`src/rtl/i_decode_pkg.sv`:
```
// Shared definitions for the instruction-decode stage: word type, opcodes,
// ALUOp encodings and control-vector bit positions.
package i_decode_pkg;

    localparam int WORD_W = 32;
    localparam int RIDX_W = 5;
    localparam int CTRL_W = 9;

    typedef logic [WORD_W-1:0] word_t;

    // Main opcodes (IR[31:26])
    localparam logic [5:0] OP_RTYPE = 6'h00;
    localparam logic [5:0] OP_LW    = 6'h23;
    localparam logic [5:0] OP_SW    = 6'h2B;
    localparam logic [5:0] OP_BEQ   = 6'h04;
    localparam logic [5:0] OP_ADDI  = 6'h08;

    // ALUOp encodings consumed by the execute-stage ALU control
    localparam logic [1:0] ALUOP_ADD   = 2'b00;
    localparam logic [1:0] ALUOP_SUB   = 2'b01;
    localparam logic [1:0] ALUOP_FUNCT = 2'b10;

    // Control vector: {RegDst, ALUSrc, MemtoReg, RegWrite, MemRead,
    //                  MemWrite, Branch, ALUOp[1:0]}
    localparam int CTRL_REGDST   = 8;
    localparam int CTRL_ALUSRC   = 7;
    localparam int CTRL_MEMTOREG = 6;
    localparam int CTRL_REGWRITE = 5;
    localparam int CTRL_MEMREAD  = 4;
    localparam int CTRL_MEMWRITE = 3;
    localparam int CTRL_BRANCH   = 2;
    localparam int CTRL_ALUOP_HI = 1;
    localparam int CTRL_ALUOP_LO = 0;

    // Sign-extend a 16-bit immediate to a full word
    function automatic word_t sign_extend16(input logic [15:0] imm);
        return {{(WORD_W-16){imm[15]}}, imm};
    endfunction

endpackage

```
`src/rtl/i_decode_reg_file.sv`:
```
// Register file: NREG x WORD storage with hardwired-zero r0, synchronous
// clear, and a write-through bypass so writeback data reaches the decode in
// the same cycle it is written.
module reg_file
    import i_decode_pkg::*;
#(
    parameter int NREG = 32
) (
    input  logic              clk,
    input  logic              reset,
    input  logic [4:0]        ra1,
    input  logic [4:0]        ra2,
    output logic [WORD_W-1:0] rd1,
    output logic [WORD_W-1:0] rd2,
    input  logic              we,
    input  logic [4:0]        wa,
    input  logic [WORD_W-1:0] wd
);

    logic [WORD_W-1:0] mem_q [NREG];
    logic              wr_ok;

    assign wr_ok = we && (wa != 5'd0);

    // Storage: cleared by reset, written on enabled non-zero index
    always_ff @(posedge clk) begin
        if (!reset) begin
            for (int i = 0; i < NREG; i++) begin
                mem_q[i] <= '0;
            end
        end else if (wr_ok) begin
            mem_q[wa] <= wd;
        end
    end

    // Port 1 read: r0 is zero, a matching write bypasses the array
    always_comb begin
        rd1 = '0;
        if (ra1 != 5'd0) begin
            if (wr_ok && (wa == ra1)) begin
                rd1 = wd;
            end else begin
                rd1 = mem_q[ra1];
            end
        end
    end

    // Port 2 read: same rules as port 1
    always_comb begin
        rd2 = '0;
        if (ra2 != 5'd0) begin
            if (wr_ok && (wa == ra2)) begin
                rd2 = wd;
            end else begin
                rd2 = mem_q[ra2];
            end
        end
    end

endmodule

```
`src/rtl/i_decode.sv`:
```
// Instruction-decode stage: operand read, immediate sign extension and main
// control decode, all captured in the ID/EX latch with flush and stall.
module i_decode
    import i_decode_pkg::*;
#(
    parameter int NREG = 32
) (
    input  logic              clk,
    input  logic              reset,
    input  logic [WORD_W-1:0] IR,
    input  logic [WORD_W-1:0] nPC,
    input  logic              stall,
    input  logic              flush,
    input  logic              wb_en,
    input  logic [4:0]        wb_addr,
    input  logic [WORD_W-1:0] wb_data,
    output logic [WORD_W-1:0] ex_nPC,
    output logic [WORD_W-1:0] ex_rd1,
    output logic [WORD_W-1:0] ex_rd2,
    output logic [WORD_W-1:0] ex_imm,
    output logic [4:0]        ex_rt,
    output logic [4:0]        ex_rd,
    output logic [5:0]        ex_funct,
    output logic [8:0]        ex_ctrl,
    output logic              ex_illegal
);

    logic [5:0]        opcode;
    logic [4:0]        rs_idx;
    logic [4:0]        rt_idx;
    logic [WORD_W-1:0] rd1_d;
    logic [WORD_W-1:0] rd2_d;
    logic [WORD_W-1:0] imm_d;
    logic [8:0]        ctrl_d;
    logic              illegal_d;

    logic [WORD_W-1:0] npc_q;
    logic [WORD_W-1:0] rd1_q;
    logic [WORD_W-1:0] rd2_q;
    logic [WORD_W-1:0] imm_q;
    logic [4:0]        rt_q;
    logic [4:0]        rd_q;
    logic [5:0]        funct_q;
    logic [8:0]        ctrl_q;
    logic              illegal_q;

    assign opcode = IR[31:26];
    assign rs_idx = IR[25:21];
    assign rt_idx = IR[20:16];
    assign imm_d  = sign_extend16(IR[15:0]);

    reg_file #(
        .NREG (NREG)
    ) u_reg_file (
        .clk   (clk),
        .reset (reset),
        .ra1   (rs_idx),
        .ra2   (rt_idx),
        .rd1   (rd1_d),
        .rd2   (rd2_d),
        .we    (wb_en),
        .wa    (wb_addr),
        .wd    (wb_data)
    );

    // Main control decode; unknown opcodes produce an all-zero vector
    always_comb begin
        ctrl_d    = '0;
        illegal_d = 1'b0;
        case (opcode)
            OP_RTYPE: begin
                ctrl_d[CTRL_REGDST]                   = 1'b1;
                ctrl_d[CTRL_REGWRITE]                 = 1'b1;
                ctrl_d[CTRL_ALUOP_HI:CTRL_ALUOP_LO]   = ALUOP_FUNCT;
            end
            OP_LW: begin
                ctrl_d[CTRL_ALUSRC]                   = 1'b1;
                ctrl_d[CTRL_MEMTOREG]                 = 1'b1;
                ctrl_d[CTRL_REGWRITE]                 = 1'b1;
                ctrl_d[CTRL_MEMREAD]                  = 1'b1;
                ctrl_d[CTRL_ALUOP_HI:CTRL_ALUOP_LO]   = ALUOP_ADD;
            end
            OP_SW: begin
                ctrl_d[CTRL_ALUSRC]                   = 1'b1;
                ctrl_d[CTRL_MEMWRITE]                 = 1'b1;
                ctrl_d[CTRL_ALUOP_HI:CTRL_ALUOP_LO]   = ALUOP_ADD;
            end
            OP_BEQ: begin
                ctrl_d[CTRL_BRANCH]                   = 1'b1;
                ctrl_d[CTRL_ALUOP_HI:CTRL_ALUOP_LO]   = ALUOP_SUB;
            end
            OP_ADDI: begin
                ctrl_d[CTRL_ALUSRC]                   = 1'b1;
                ctrl_d[CTRL_REGWRITE]                 = 1'b1;
                ctrl_d[CTRL_ALUOP_HI:CTRL_ALUOP_LO]   = ALUOP_ADD;
            end
            default: begin
                illegal_d = 1'b1;
            end
        endcase
    end

    // ID/EX latch: reset, then flush (bubble beats stall), then stall, then load
    always_ff @(posedge clk) begin
        if (!reset || flush) begin
            npc_q     <= '0;
            rd1_q     <= '0;
            rd2_q     <= '0;
            imm_q     <= '0;
            rt_q      <= '0;
            rd_q      <= '0;
            funct_q   <= '0;
            ctrl_q    <= '0;
            illegal_q <= 1'b0;
        end else if (!stall) begin
            npc_q     <= nPC;
            rd1_q     <= rd1_d;
            rd2_q     <= rd2_d;
            imm_q     <= imm_d;
            rt_q      <= rt_idx;
            rd_q      <= IR[15:11];
            funct_q   <= IR[5:0];
            ctrl_q    <= ctrl_d;
            illegal_q <= illegal_d;
        end
    end

    assign ex_nPC     = npc_q;
    assign ex_rd1     = rd1_q;
    assign ex_rd2     = rd2_q;
    assign ex_imm     = imm_q;
    assign ex_rt      = rt_q;
    assign ex_rd      = rd_q;
    assign ex_funct   = funct_q;
    assign ex_ctrl    = ctrl_q;
    assign ex_illegal = illegal_q;

endmodule

```
`config.mk`:
```
export PLATFORM = sky130hd
export DESIGN_NAME = i_decode
export DESIGN_NICKNAME = d
export VERILOG_FILES = /design/src/rtl/i_decode_pkg.sv /design/src/rtl/i_decode_reg_file.sv /design/src/rtl/i_decode.sv
export SDC_FILE = /design/constraint.sdc
export NUM_CORES = 2
export LEC_CHECK = 0
export CORE_ASPECT_RATIO = 0.8
export CORE_MARGIN = 3
export CORE_UTILIZATION = 55
export CTS_BUF_LIST = sky130_fd_sc_hd__clkbuf_4 sky130_fd_sc_hd__clkbuf_8
export CTS_CLUSTER_DIAMETER = 50
export CTS_CLUSTER_SIZE = 20
export DETAILED_ROUTE_END_ITERATION = 7
export PLACE_DENSITY_LB_ADDON = 0.08
export SYNTH_ARGS = -nofsm -noshare
export SYNTH_HDL_FRONTEND = slang
export SYNTH_HIERARCHICAL = 1
export SYNTH_SLANG_ARGS = --single-unit
```
`constraint.sdc`:
```
create_clock -name clk -period 6.4 [get_ports clk]
set_input_delay 1.28 -clock clk [delete_from_list [all_inputs] [get_ports clk]]
set_output_delay 1.28 -clock clk [all_outputs]
set_load 0.005 [all_outputs]
```
# Yosys cells after proc, flatten, opt, wreduce, memory -nomap -nowiden
# Memory sizes are Yosys's and may differ from the RTL's.
# Cells that the tools add are included.
dict set report op_classes {
  add_sub_neg 0
  multipliers 0
  div_mod_pow 0
  n_lt_le_gt_ge 0
  eq_ne 6
  n_shift 0
  mux 19
  bitwise_logic 0
  n_reduce_logical 13
}
# operator count
set op_table {}
lappend op_table {{$mux W32} 5}
lappend op_table {{$reduce_or A32 Y1} 1}
lappend op_table {{$reduce_bool A5 Y1} 3}
lappend op_table {{$eq A6 B6 Y1 const B} 2}
lappend op_table {{$mux W1} 12}
lappend op_table {{$eq A5 B5 Y1} 2}
lappend op_table {{$eq A6 B3 Y1 const B} 1}
lappend op_table {{$eq A6 B4 Y1 const B} 1}
lappend op_table {{$logic_not A6 Y1} 1}
lappend op_table {{$reduce_or A3 Y1} 2}
lappend op_table {{$mux W5} 1}
lappend op_table {{$reduce_or A5 Y1} 1}
lappend op_table {{$pmux W2 S2} 1}
lappend op_table {{$logic_and A1 B1 Y1} 3}
lappend op_table {{$logic_not A1 Y1} 1}
lappend op_table {{$logic_or A1 B1 Y1} 1}
dict set report totals {
  ff_bits 138
  latch_bits 0
  ram_bits 1024
  romBits 0
  inputBits 106
  output_inout_bits 154
  wordCells 48
  mem_count 1
}
# memory depth width read_ports rd_clocked_by_memory_dff wr line
set memory_table {}
lappend memory_table {u_reg_file.mem_q 32 32 2 0 32 i_decode_reg_file.sv:20} ;# logic [WORD_W-1:0] mem_q [NREG];

# Depth between registers and ports, before layout
dict set report logic_depth {
  depth_word 7
  mapped_depth 12
  ltp_nobuf 7
}

# Modules after synthesis
# Netlist, hierarchy kept.
# module instances cells_each area_each_um2 seq_area_each_um2
set modules_own_cells {}
lappend modules_own_cells {reg_file 1 3928 55647.1 30749.5}
lappend modules_own_cells {i_decode 1 449 4669.5 2502.4}

# Worst setup path before layout
# Ideal clock, no wire load.
dict set report synth_path {
  path_kind {input to register}
  from {input wb_addr[2]}
  to {memory u_reg_file.mem_q[12][0], enable pin}
  setup_time_ps 466
  t_arrival_ps 4675
  required_ps 5934
  slack_ps 1259
  path_stages 7
  path_buffers 4
  path_cell_list {buf_2 -> or3_4 -> clkbuf_1 -> nand3b_1 -> buf_2 -> clkbuf_1 -> o21ai_0}
}
# item line
set synth_rtl {}
lappend synth_rtl {{start, declared} i_decode.sv:15} ;# input logic [4:0] wb_addr,
lappend synth_rtl {{end, declared} i_decode_reg_file.sv:20}

# Worst setup path in the final report
dict set report layout_path {
  from {input IR[19]}
  to {register rd2_q[3], in the netlist ex_rd2[3]}
}
dict set report layout_between {
  elab_chain_len 4
  word_cells_on_any_way 6
  cone_classes {eq/ne: 1; mux: 2; reduce/logical: 2; memory: 1}
}
# item line
set layout_rtl {}
lappend layout_rtl {{start, declared} i_decode.sv:10} ;# input logic [WORD_W-1:0] IR,
lappend layout_rtl {{parallel branches: the longest is 3 deep, another holds $mem_v2 Z32 W32} -}
lappend layout_rtl {{$mux W32 (*)} i_decode_reg_file.sv:51} ;# if (ra2 != 5'd0) begin
lappend layout_rtl {{net rd2_d[3]} i_decode.sv:32} ;# logic [WORD_W-1:0] rd2_d;
lappend layout_rtl {{end signal, assigned} i_decode.sv:118} ;# rd2_q <= rd2_d;
lappend layout_rtl {{end, declared} i_decode.sv:39} ;# logic [WORD_W-1:0] rd2_q;
# Mark *: on every way through the listed nets, which the timed path passes.
# A chain may end at the register's enable or synchronous reset.

==> flow_metrics.tcl <==
set metrics [dict create \
    die_x_um 376 \
    cts_buffers 118 \
    whs_ns 0.469 \
    setup_viol 0 \
    path_cells "clkdlybuf4s50_1, buf_4, nand2b_1, a21oi_1, a22o_1, a2111oi_0, a21oi_1, mux2i_1, nor2_1" \
    tns_ns 0 \
    crit_top_cell "a21oi_1" \
    rr_endpoint "ex_rd2[3]" \
    grt_use_met1 0.523 \
    layoutNonFillerInstCount 5989 \
    synth_seq_cells 1149 \
    reg2reg_depth 6 \
    drt-initial-drc-count 6327 \
    grt_start_max_net_pins 133 \
    avgRoutedWirePerCell_um 35.1 \
    dpl-instance-area_mm2 0.0643 \
    hp-start "ex_ctrl[2]" \
    worst-setup-path-type "in -> reg" \
    p_leak_uw 0.0238 \
    track_usage 0.366 \
    cp.required_ns 7.13 \
    min_period_over_period 0.678 \
    critical_path.endpoint_type "register" \
    synth_flop_cell "edfxtp_1" \
    tightest_slew_ns 1.41 \
    clockBufferDepth 3 \
    detailroute.via_count 40900 \
    netlist.area_leader.share 0.510 \
    htree_levels 3 \
    root_buffer "clkbuf_8" \
    hold_end "ex_ctrl[2]" \
    top_usage_layer "met2" \
    drt-pass1-iter-count 6 \
    syn2layout_area_growth_pct 11.2 \
    yosysTopAreaCell "edfxtp_1" \
    routed_wl_um 210000 \
    std_cell_rows 108 \
    clk_pin_slew_ns 0.10 \
    antenna_found_initial 14 \
    synth.avg_cell_area_um2 13.8 \
    cts_setup_buffers 0 \
    post_cts_resized 0 \
    yosysWarnings 6 \
    drive_gt1_frac 0.191 \
    path_max_fanout 11 \
    layout.nets 4557 \
    finalClockSkew_ns 0.0341 \
    ys_top_cells_by_area "edfxtp_1 (51%), mux4_2 (13%), and2_1 (10%)" \
    whs_path_depth 2 \
    portBuffers 259 \
    grt_pass1_vias 38800 \
    ios 260 \
    design_area_mm2 0.0671 \
    arrival_ns 5.07 \
    run_status "complete, no violations" \
    rsz0062_at_grt "no" \
    die_h_um 302 \
    hold_viol 0 \
    die_area_mm2 0.114 \
    postCtsHoldBufs 0 \
    met2_usage 0.527 \
    critPathLaunchType "primary input" \
    peakVddDrop_v 0.000216 \
    syn_inst 4377 \
    postRouteAntennaNets 0 \
    grt_first_pass_wirelength_um 294000 \
    max_stage_delay_ns 1.03 \
    core_area_mm2 0.109 \
    r2r-start "u_reg_file/mem_q[24][3]" \
    ys_seq_area_frac 0.551 \
    crit_buf_inv 2 \
    timing.fmax_mhz 230 \
    power_density_mw_per_mm2 247 \
    placedCellCount 5761 \
    critPathSlowestCell "clkdlybuf4s50_1" \
    yosysMostFrequentCell "edfxtp_1" \
    cts_tree "yes" \
    syn_area_mm2 0.0603 \
    grt_overflow 0 \
    clkLatencyLatePin_ns 0.87 \
    maxCapViolCount 0 \
    start_util 0.555 \
    dpl.hpwl_um 131000 \
    place_congestion 0.907 \
    maxSlewHeadroom 0.0593 \
    hold_class "reg -> reg" \
    final_max_slew_viol_count 0 \
    synth_cell_type_count 73 \
    viasPerCell 6.82 \
    async_flop_share 0 \
    grt_use_met3 0.0979 \
    r2r_setup_slack_ns 3.78 \
    drcViolationCount 0 \
    cts.sinks 1149 \
    synth-edff-count 1024 \
    fillers 8243 \
    fin_util 0.618 \
    crit_family "buffers and inverters" \
    period_minus_slack_ns 4.34 \
    synth_commonest_cells "edfxtp_1 (1024), and2_1 (963), mux2i_1 (451)" \
]
final cells by class:
class	instances	area (µm²)	area share
clock buffers	125	1700	0.0253
inverters	6	22.5	0.000336
diodes	6	15.0	0.000224
well taps	1430	1790	0.0267
multi-input cells	2768	25400	0.379
repair buffers	408	3800	0.0566
flip-flops and latches	1149	33300	0.496
clock inverters	97	1090	0.0162
power breakdown:
part | internal [µW] | total, µW | switching [µW]
logic | 918 | 2310 | 1390
registers | 8550 | 8770 | 224
clock network | 2380 | 5520 | 3130
worst reg2reg max path, stage by stage, from the launching register on:
cell and delay [ns]:
edfxtp_1 0.43, mux4_2 0.55, and3_1 0.22, a2111oi_0 0.92, a21oi_1 0.16, mux2i_1 0.17
nor2_1 0.06
sequential cells by signal (all words and copies together) (netlist names):
| signal | cells |
|---|---|
| ex_imm | 15 |
| u_reg_file/mem_q | 1024 |
| ex_ctrl | 7 |
| ex_rt | 5 |
| ex_rd1 | 32 |
| ex_nPC | 32 |
| ex_illegal | 1 |
| ex_rd | 1 |
| ex_rd2 | 32 |
worst max path at each step:
| stage | start | to | depth (start not counted) |
|---|---|---|---|
| global route | IR[19] | ex_rd2[3] | 9 |
| detailed placement | IR[19] | ex_rd2[3] | 9 |
| global placement | IR[19] | ex_rd2[3] | 9 |
| CTS | IR[19] | ex_rd2[3] | 9 |
| finish | IR[19] | ex_rd2[3] | 9 |
| floorplan | wb_addr[2] | u_reg_file/mem_q[12][0] | 7 |
logic make-up after synthesis:
group,synth area share
compound gates,0.0565
xor+xnor,0.00145
simple gates,0.132
buf+inv,0.0393
flops,0.551
other cells,0.0000622
mux,0.219
cells in the final DEF (no fill, tap or decap), drive strengths merged, types with 9 or more instances in the layout:
| cell type | n |
|---|---|
| clkdlybuf4s50 | 240 |
| nand4 | 9 |
| a221oi | 36 |
| mux2i | 451 |
| inv | 45 |
| nand2b | 9 |
| clkbuf | 125 |
| mux4 | 367 |
| nor2 | 178 |
| bufinv | 10 |
| clkinv | 33 |
| o221ai | 33 |
| clkinvlp | 15 |
| a21oi | 86 |
| o21ai | 60 |
| mux2 | 35 |
| a211oi | 46 |
| o22ai | 37 |
| conb | 32 |
| dfxtp | 125 |
| and2 | 964 |
| edfxtp | 1024 |
| a221o | 11 |
| nand2 | 137 |
| and3 | 15 |
| buf | 168 |
| nor3 | 46 |
| a32o | 33 |
| a211o | 9 |
| a22oi | 67 |
layer usage:
metal / part of all wire / wire length (µm)
met1: 0.39 / 81500
met4: 0.054 / 11300
met3: 0.13 / 26900
met5: 0.00011 / 24
met2: 0.43 / 90300
metrics by stage:
step / power [µW] / setup slack [ns]
global route: 17000 / 2.00
detailed placement: 11200 / 1.48
global placement: 11200 / 1.54
floorplan: 10200 / 1.26
finish: 16600 / 2.06
CTS: 16600 / 2.38
(Power assumes the default switching activity.)
